<file path="config.mk">
export PLATFORM = sky130hd
export DESIGN_NAME = fip_div_seq
export DESIGN_NICKNAME = d
export VERILOG_FILES = /design/src/rtl/fip_div_seq.sv
export SDC_FILE = /design/constraint.sdc
export NUM_CORES = 1
export LEC_CHECK = 0
export BUFFER_PORTS_ARGS = -buffer_cell sky130_fd_sc_hd__buf_2
export CAP_MARGIN = 5
export CORE_MARGIN = 2
export CORE_UTILIZATION = 45
export DETAILED_ROUTE_END_ITERATION = 7
export GPL_TIMING_DRIVEN = 0
export HOLD_SLACK_MARGIN = 0.08
export MAX_ROUTING_LAYER = met4
export RECOVER_POWER = 25
export REMOVE_ABC_BUFFERS = 1
export SYNTH_ARGS = -nofsm -noshare
export SYNTH_HDL_FRONTEND = slang
export SYNTH_SLANG_ARGS = --single-unit
</file>
<file path="constraint.sdc">
create_clock -name i_clk -period 3.7 [get_ports i_clk]
set_input_delay 0 -clock i_clk [delete_from_list [all_inputs] [get_ports i_clk]]
set_output_delay 0 -clock i_clk [all_outputs]
set_load 0.05 [all_outputs]
</file>
<file path="src/rtl/fip_div_seq.sv">
// Sequential signed fixed-point divider: restoring radix-2, one quotient bit per cycle,
// with valid/ready handshakes on both operand and result sides.
module fip_div_seq #(
  parameter int WIDTH    = 32,
  parameter int FRA_BITS = 16,
  parameter int SAT      = 1
) (
  input  logic             i_clk,
  input  logic             i_rst,
  input  logic             i_valid,
  output logic             o_ready,
  input  logic [WIDTH-1:0] i_x,
  input  logic [WIDTH-1:0] i_y,
  output logic             o_valid,
  input  logic             i_ready,
  output logic [WIDTH-1:0] o_z,
  output logic             o_dbz,
  output logic             o_ovf
);

  localparam int N  = WIDTH + FRA_BITS;
  localparam int CW = $clog2(N);
  localparam logic [CW-1:0] LAST = CW'(N - 1);

  localparam logic [WIDTH-1:0] MAX_Z = {1'b0, {(WIDTH-1){1'b1}}};
  localparam logic [WIDTH-1:0] MIN_Z = {1'b1, {(WIDTH-1){1'b0}}};
  localparam logic [N-1:0]     HALF  = {{FRA_BITS{1'b0}}, MIN_Z};

  localparam logic [1:0] IDLE = 2'd0;
  localparam logic [1:0] CALC = 2'd1;
  localparam logic [1:0] FIX  = 2'd2;
  localparam logic [1:0] DONE = 2'd3;

  logic [1:0]       state_reg, state_next;
  logic [N-1:0]     dvd_reg;
  logic [N-1:0]     quo_reg;
  logic [WIDTH-1:0] div_reg;
  logic [WIDTH-1:0] rem_reg;
  logic [CW-1:0]    cnt_reg;
  logic             neg_reg;
  logic             xneg_reg;
  logic             zero_div_reg;
  logic [WIDTH-1:0] z_reg;
  logic             dbz_reg;
  logic             ovf_reg;

  logic [WIDTH-1:0] x_mag, y_mag;
  logic [WIDTH:0]   rem_shift, diff;
  logic [WIDTH-1:0] q_low, signed_low, fix_z;
  logic             ovf_raw, fix_ovf;

  // Unsigned magnitudes; |MIN| = 2^(WIDTH-1) is exact as an unsigned WIDTH-bit value.
  assign x_mag = i_x[WIDTH-1] ? (~i_x + 1'b1) : i_x;
  assign y_mag = i_y[WIDTH-1] ? (~i_y + 1'b1) : i_y;

  assign rem_shift = {rem_reg, dvd_reg[N-1]};
  assign diff      = rem_shift - {1'b0, div_reg};

  assign q_low      = quo_reg[WIDTH-1:0];
  assign signed_low = neg_reg ? (~q_low + 1'b1) : q_low;
  // A negative magnitude of exactly 2^(WIDTH-1) is MIN and still in range.
  assign ovf_raw    = neg_reg ? (quo_reg > HALF) : (quo_reg >= HALF);

  always_comb begin
    fix_z   = signed_low;
    fix_ovf = 1'b0;
    if (zero_div_reg) begin
      fix_z = xneg_reg ? MIN_Z : MAX_Z;
    end else if (ovf_raw) begin
      fix_ovf = 1'b1;
      if (SAT != 0) fix_z = neg_reg ? MIN_Z : MAX_Z;
    end
  end

  always_comb begin
    state_next = state_reg;
    case (state_reg)
      IDLE: if (i_valid) state_next = (i_y == '0) ? FIX : CALC;
      CALC: if (cnt_reg == LAST) state_next = FIX;
      FIX:  state_next = DONE;
      DONE: if (i_ready) state_next = IDLE;
      default: state_next = IDLE;
    endcase
  end

  always_ff @(posedge i_clk) begin
    if (i_rst) begin
      state_reg    <= IDLE;
      dvd_reg      <= '0;
      quo_reg      <= '0;
      div_reg      <= '0;
      rem_reg      <= '0;
      cnt_reg      <= '0;
      neg_reg      <= 1'b0;
      xneg_reg     <= 1'b0;
      zero_div_reg <= 1'b0;
      z_reg        <= '0;
      dbz_reg      <= 1'b0;
      ovf_reg      <= 1'b0;
    end else begin
      state_reg <= state_next;
      case (state_reg)
        IDLE: begin
          if (i_valid) begin
            dvd_reg      <= {x_mag, {FRA_BITS{1'b0}}};
            div_reg      <= y_mag;
            rem_reg      <= '0;
            quo_reg      <= '0;
            cnt_reg      <= '0;
            neg_reg      <= i_x[WIDTH-1] ^ i_y[WIDTH-1];
            xneg_reg     <= i_x[WIDTH-1];
            zero_div_reg <= (i_y == '0);
          end
        end
        CALC: begin
          dvd_reg <= {dvd_reg[N-2:0], 1'b0};
          rem_reg <= diff[WIDTH] ? rem_shift[WIDTH-1:0] : diff[WIDTH-1:0];
          quo_reg <= {quo_reg[N-2:0], ~diff[WIDTH]};
          cnt_reg <= cnt_reg + 1'b1;
        end
        FIX: begin
          z_reg   <= fix_z;
          dbz_reg <= zero_div_reg;
          ovf_reg <= fix_ovf;
        end
        default: ;
      endcase
    end
  end

  assign o_ready = (state_reg == IDLE);
  assign o_valid = (state_reg == DONE);
  assign o_z     = z_reg;
  assign o_dbz   = dbz_reg;
  assign o_ovf   = ovf_reg;

endmodule

</file>
==> flow_summary.html <==
<table>
<tr><th>Metric</th><th>Value</th></tr>
<tr><th colspan="2">Worst setup path</th></tr>
<tr><td>Setup crit end kind</td><td>register</td></tr>
<tr><td>CP arrival</td><td>3.96 ns</td></tr>
<tr><td>Worst-path fanout max</td><td>5</td></tr>
<tr><td>Critical Path Start Type</td><td>input port</td></tr>
<tr><td>Critical path data required time</td><td>4.08 ns</td></tr>
<tr><td>Crit path launch</td><td>i_y[6]</td></tr>
<tr><td>CP Class</td><td>in -&gt; reg</td></tr>
<tr><td>Worst reg2reg path startpoint</td><td>quo_reg[7]</td></tr>
<tr><th colspan="2">Logic synthesis</th></tr>
<tr><td>Largest area contributor in the synthesized netlist</td><td>sky130_fd_sc_hd__dfxtp_1</td></tr>
<tr><td>Top cell types by occurrence after synthesis</td><td>sky130_fd_sc_hd__dfxtp_1 (189), sky130_fd_sc_hd__nor2_1 (180), sky130_fd_sc_hd__nand2_1 (163)</td></tr>
<tr><td>Number of enable flip-flop cells after synthesis</td><td>0</td></tr>
<tr><td>Synth Warn #</td><td>0</td></tr>
<tr><td>Yosys top cell area share</td><td>0.332</td></tr>
<tr><td>Top cells by area, synth</td><td>sky130_fd_sc_hd__dfxtp_1 (33%), sky130_fd_sc_hd__nor2_1 (5.9%), sky130_fd_sc_hd__a21oi_1 (5.6%)</td></tr>
<tr><td>Number of flip-flops and latches in the synthesized netlist</td><td>189</td></tr>
<tr><td>Cell with the most instances after synthesis</td><td>sky130_fd_sc_hd__dfxtp_1</td></tr>
<tr><td>Netlist area before placement</td><td>0.0114 mm²</td></tr>
<tr><td>Portion of the post-synthesis area used by sequential elements</td><td>0.332</td></tr>
<tr><td>Fraction of registers with async set/reset</td><td>0</td></tr>
<tr><td>Number of distinct library cells after synthesis</td><td>70</td></tr>
<tr><td>Count of mapped cells out of synthesis</td><td>1487</td></tr>
<tr><td>Average cell area after synthesis</td><td>7.66 µm²</td></tr>
<tr><td>Synth Flop Type</td><td>sky130_fd_sc_hd__dfxtp_1</td></tr>
<tr><th colspan="2">Flow run</th></tr>
<tr><td>Number of max-capacitance violations reported</td><td>0</td></tr>
<tr><th colspan="2">Detailed routing</th></tr>
<tr><td>DRC viols</td><td>0</td></tr>
<tr><td>Number of iterations in the first detailed-routing pass</td><td>5</td></tr>
<tr><td>Wire length per cell after detailed routing</td><td>16.3 µm</td></tr>
<tr><td>Vias per std cell</td><td>5.68</td></tr>
<tr><td>Antenna Violating Nets Remaining</td><td>0</td></tr>
<tr><td>Total Wirelength</td><td>31700 µm</td></tr>
<tr><td>Via count</td><td>11079</td></tr>
<tr><td>Iteration-0 DRC count of the detailed router</td><td>642</td></tr>
<tr><th colspan="2">Timing</th></tr>
<tr><td>RSZ-0062 raised after global routing</td><td>false</td></tr>
<tr><td>Slew headroom</td><td>0.171</td></tr>
<tr><td>Final min period</td><td>3.58 ns</td></tr>
<tr><td>Setup violators final</td><td>0</td></tr>
<tr><td>Setup total negative slack</td><td>0 ns</td></tr>
<tr><td>Slew of the pin with the lowest slew margin</td><td>1.21 ns</td></tr>
<tr><td>Tcrit/Tclk final</td><td>0.968</td></tr>
<tr><td>Final-report hold violation count</td><td>0</td></tr>
<tr><td>Peak Freq</td><td>0.279 GHz</td></tr>
<tr><td>Max Slew Vio Count</td><td>0</td></tr>
<tr><td>Max Clock Skew</td><td>0.0143 ns</td></tr>
<tr><th colspan="2">Power and ir drop</th></tr>
<tr><td>Total power divided by cell area</td><td>541 mW/mm²</td></tr>
<tr><td>Final Power</td><td>0.00737 W</td></tr>
<tr><td>Leakage</td><td>5.20 nW</td></tr>
<tr><td>Worst vdd ir</td><td>0.345 mV</td></tr>
<tr><th colspan="2">Run status</th></tr>
<tr><td>Status</td><td>finished clean</td></tr>
<tr><th colspan="2">Floorplanning</th></tr>
<tr><td>Die height</td><td>163 µm</td></tr>
<tr><td>Row cnt</td><td>58</td></tr>
<tr><td>Std-Cell Core Area</td><td>0.0250 mm²</td></tr>
<tr><td>DIE AREA</td><td>0.0266 mm²</td></tr>
<tr><td>Effective utilization at floorplan</td><td>0.455</td></tr>
<tr><td>I/O pin total</td><td>104</td></tr>
<tr><td>Horiz. Die Dim</td><td>163 µm</td></tr>
<tr><th colspan="2">Clocking</th></tr>
<tr><td>H-tree levels</td><td>4</td></tr>
<tr><td>CTS Sinks</td><td>189</td></tr>
<tr><td>Longest Clk Path Bufs</td><td>2</td></tr>
<tr><td>Inserted Clock Buffers</td><td>17</td></tr>
<tr><td>Clock transition time at the flip-flop clock pins of the worst setup and hold paths</td><td>0.07 ns</td></tr>
<tr><td>CTS tree</td><td>yes</td></tr>
<tr><td>Worst skew pair latency</td><td>0.44 ns</td></tr>
<tr><td>Clock tree root buffer cell</td><td>sky130_fd_sc_hd__clkbuf_16</td></tr>
<tr><th colspan="2">Min path</th></tr>
<tr><td>Worst Min Path Start</td><td>i_x[22]</td></tr>
<tr><td>Path category of the worst min-delay check</td><td>in -&gt; reg</td></tr>
<tr><th colspan="2">Global route</th></tr>
<tr><td>Initial antenna violation count</td><td>1</td></tr>
<tr><td>Total routing usage reported by global routing</td><td>0.243</td></tr>
<tr><td>Number of global-route vias before repair</td><td>10520</td></tr>
<tr><td>Global-route wire length before repair</td><td>51700 µm</td></tr>
<tr><td>Maximum number of pins on one net before global-route repair</td><td>97</td></tr>
<tr><td>Global-route congestion overflow total</td><td>0</td></tr>
<tr><th colspan="2">Final layout</th></tr>
<tr><td>Number of flip-flops under the largest register name</td><td>48</td></tr>
<tr><td>Net count, final</td><td>1714</td></tr>
<tr><td>Syn-to-layout area delta</td><td>19.5%</td></tr>
<tr><td>Share of cells above drive strength 1</td><td>0.0915</td></tr>
<tr><th colspan="2">Placed design</th></tr>
<tr><td>Number of buffers inserted by port buffering</td><td>103</td></tr>
<tr><td>Weighted congestion reported at the end of routability-driven placement</td><td>0.894</td></tr>
<tr><td>Post-DP HPWL</td><td>21000 µm</td></tr>
</table>
[critical path: stages]
cell	delay, ns
sky130_fd_sc_hd__dlygate4sd3_1	0.56
sky130_fd_sc_hd__clkbuf_1	0.13
sky130_fd_sc_hd__or4_4	0.44
sky130_fd_sc_hd__or4b_4	0.55
sky130_fd_sc_hd__or4_4	0.58
sky130_fd_sc_hd__o31ai_2	0.22
sky130_fd_sc_hd__xor2_1	0.09
sky130_fd_sc_hd__dlygate4sd3_1	0.56
sky130_fd_sc_hd__a211oi_1	0.25
sky130_fd_sc_hd__dlygate4sd3_1	0.58
[metrics by stage]
stage	area (µm²)	utilization	std cells	hold WS, ns	setup WS, ns
2_1_floorplan	11000	-	1393	0.0679	-1.35
3_3_place_gp	12000	0.478	1826	0.276	-3.59
3_5_place_dp	12200	0.486	1833	0.282	-0.141
4_1_cts	13600	0.543	1945	0.0814	0.0120
5_1_grt	13600	0.544	1949	0.139	0.0130
6_report	13600	0.544	1949	0.0788	0.120
[routing by layer]
| metal | up-vias | wire length [µm] | track usage |
|---|---|---|---|
| met5 | - | 0 | - |
| met4 | 0 | 721 | 0.0752 |
| met3 | 48 | 1020 | 0.0343 |
| met2 | 195 | 15800 | 0.419 |
| met1 | 5227 | 14200 | 0.294 |
| li1 | 5609 | - | - |
[kinds of logic after synthesis]
group,after synthesis,share of synthesized area
flip-flops,189,0.332
AO/OA/AOI/OAI,471,0.265
adder cells (fa/ha/maj),41,0.0457
multiplexers,39,0.0346
XOR/XNOR,88,0.0676
AND/OR/NAND/NOR,501,0.203
buffers and inverters,158,0.0525
[final timing paths]
check | end | slack (ns) | cells past startpoint
worst max-delay path | div_reg[20] | 0.12 | 10
worst min-delay path | dvd_reg[38] | 0.08 | 5
worst max register to register | o_z[9] | 0.25 | 8
worst min register to register | dvd_reg[22] | 0.45 | 2
[cells in the final DEF (no fill, tap or decap), types with 12 or more instances in the layout]
cell type / synthesis / final
sky130_fd_sc_hd__a21oi_1: 127 / 126
sky130_fd_sc_hd__o31ai_1: 36 / 34
sky130_fd_sc_hd__ha_1: 40 / 39
sky130_fd_sc_hd__nor2_1: 180 / 178
sky130_fd_sc_hd__or3_1: 19 / 19
sky130_fd_sc_hd__inv_1: 64 / 64
sky130_fd_sc_hd__o211ai_1: 16 / 16
sky130_fd_sc_hd__dfxtp_1: 189 / 189
sky130_fd_sc_hd__buf_2: 4 / 65
sky130_fd_sc_hd__a31oi_1: 12 / 12
sky130_fd_sc_hd__nor4_1: 13 / 12
sky130_fd_sc_hd__nand2b_1: 23 / 23
sky130_fd_sc_hd__nand2_1: 163 / 163
sky130_fd_sc_hd__a211oi_1: 37 / 37
sky130_fd_sc_hd__a2111oi_0: 13 / 13
sky130_fd_sc_hd__nand3_1: 20 / 19
sky130_fd_sc_hd__dlygate4sd3_1: 0 / 80
sky130_fd_sc_hd__clkbuf_1: 82 / 37
sky130_fd_sc_hd__a22oi_1: 50 / 50
sky130_fd_sc_hd__mux2i_1: 36 / 36
sky130_fd_sc_hd__xnor2_1: 28 / 28
sky130_fd_sc_hd__nor3_1: 22 / 22
sky130_fd_sc_hd__xor2_1: 60 / 60
sky130_fd_sc_hd__o21ai_0: 109 / 107
sky130_fd_sc_hd__clkbuf_16: 0 / 17
[repair_timing]
action | CTS | global route
setup endpoints to repair | 3 | 51
hold endpoints to repair | 69 | 0
hold buffers | 80 | 0
setup buffers | 0 | 1
pin swaps | 0 | 3
gates resized for setup | 1 | 9
cloned | 0 | 2
[layout make-up]
type | instances | area (µm²)
fill | 2373 | 11400
multi-input combinational | 1142 | 7110
timing repair buffer | 191 | 1450
antenna | 1 | 2.50
clock buffer | 19 | 453
sequential | 189 | 3780
tap | 330 | 413
clock inverter | 13 | 165
inverter | 64 | 240
[where the power goes]
group          switching, W  internal, W  total, W
Combinational       0.00197      0.00103   0.00301
Sequential         0.000162      0.00230   0.00246
Clock              0.000900      0.00101   0.00191
Total               0.00303      0.00434   0.00737
Power figures use the tool's default switching activity.
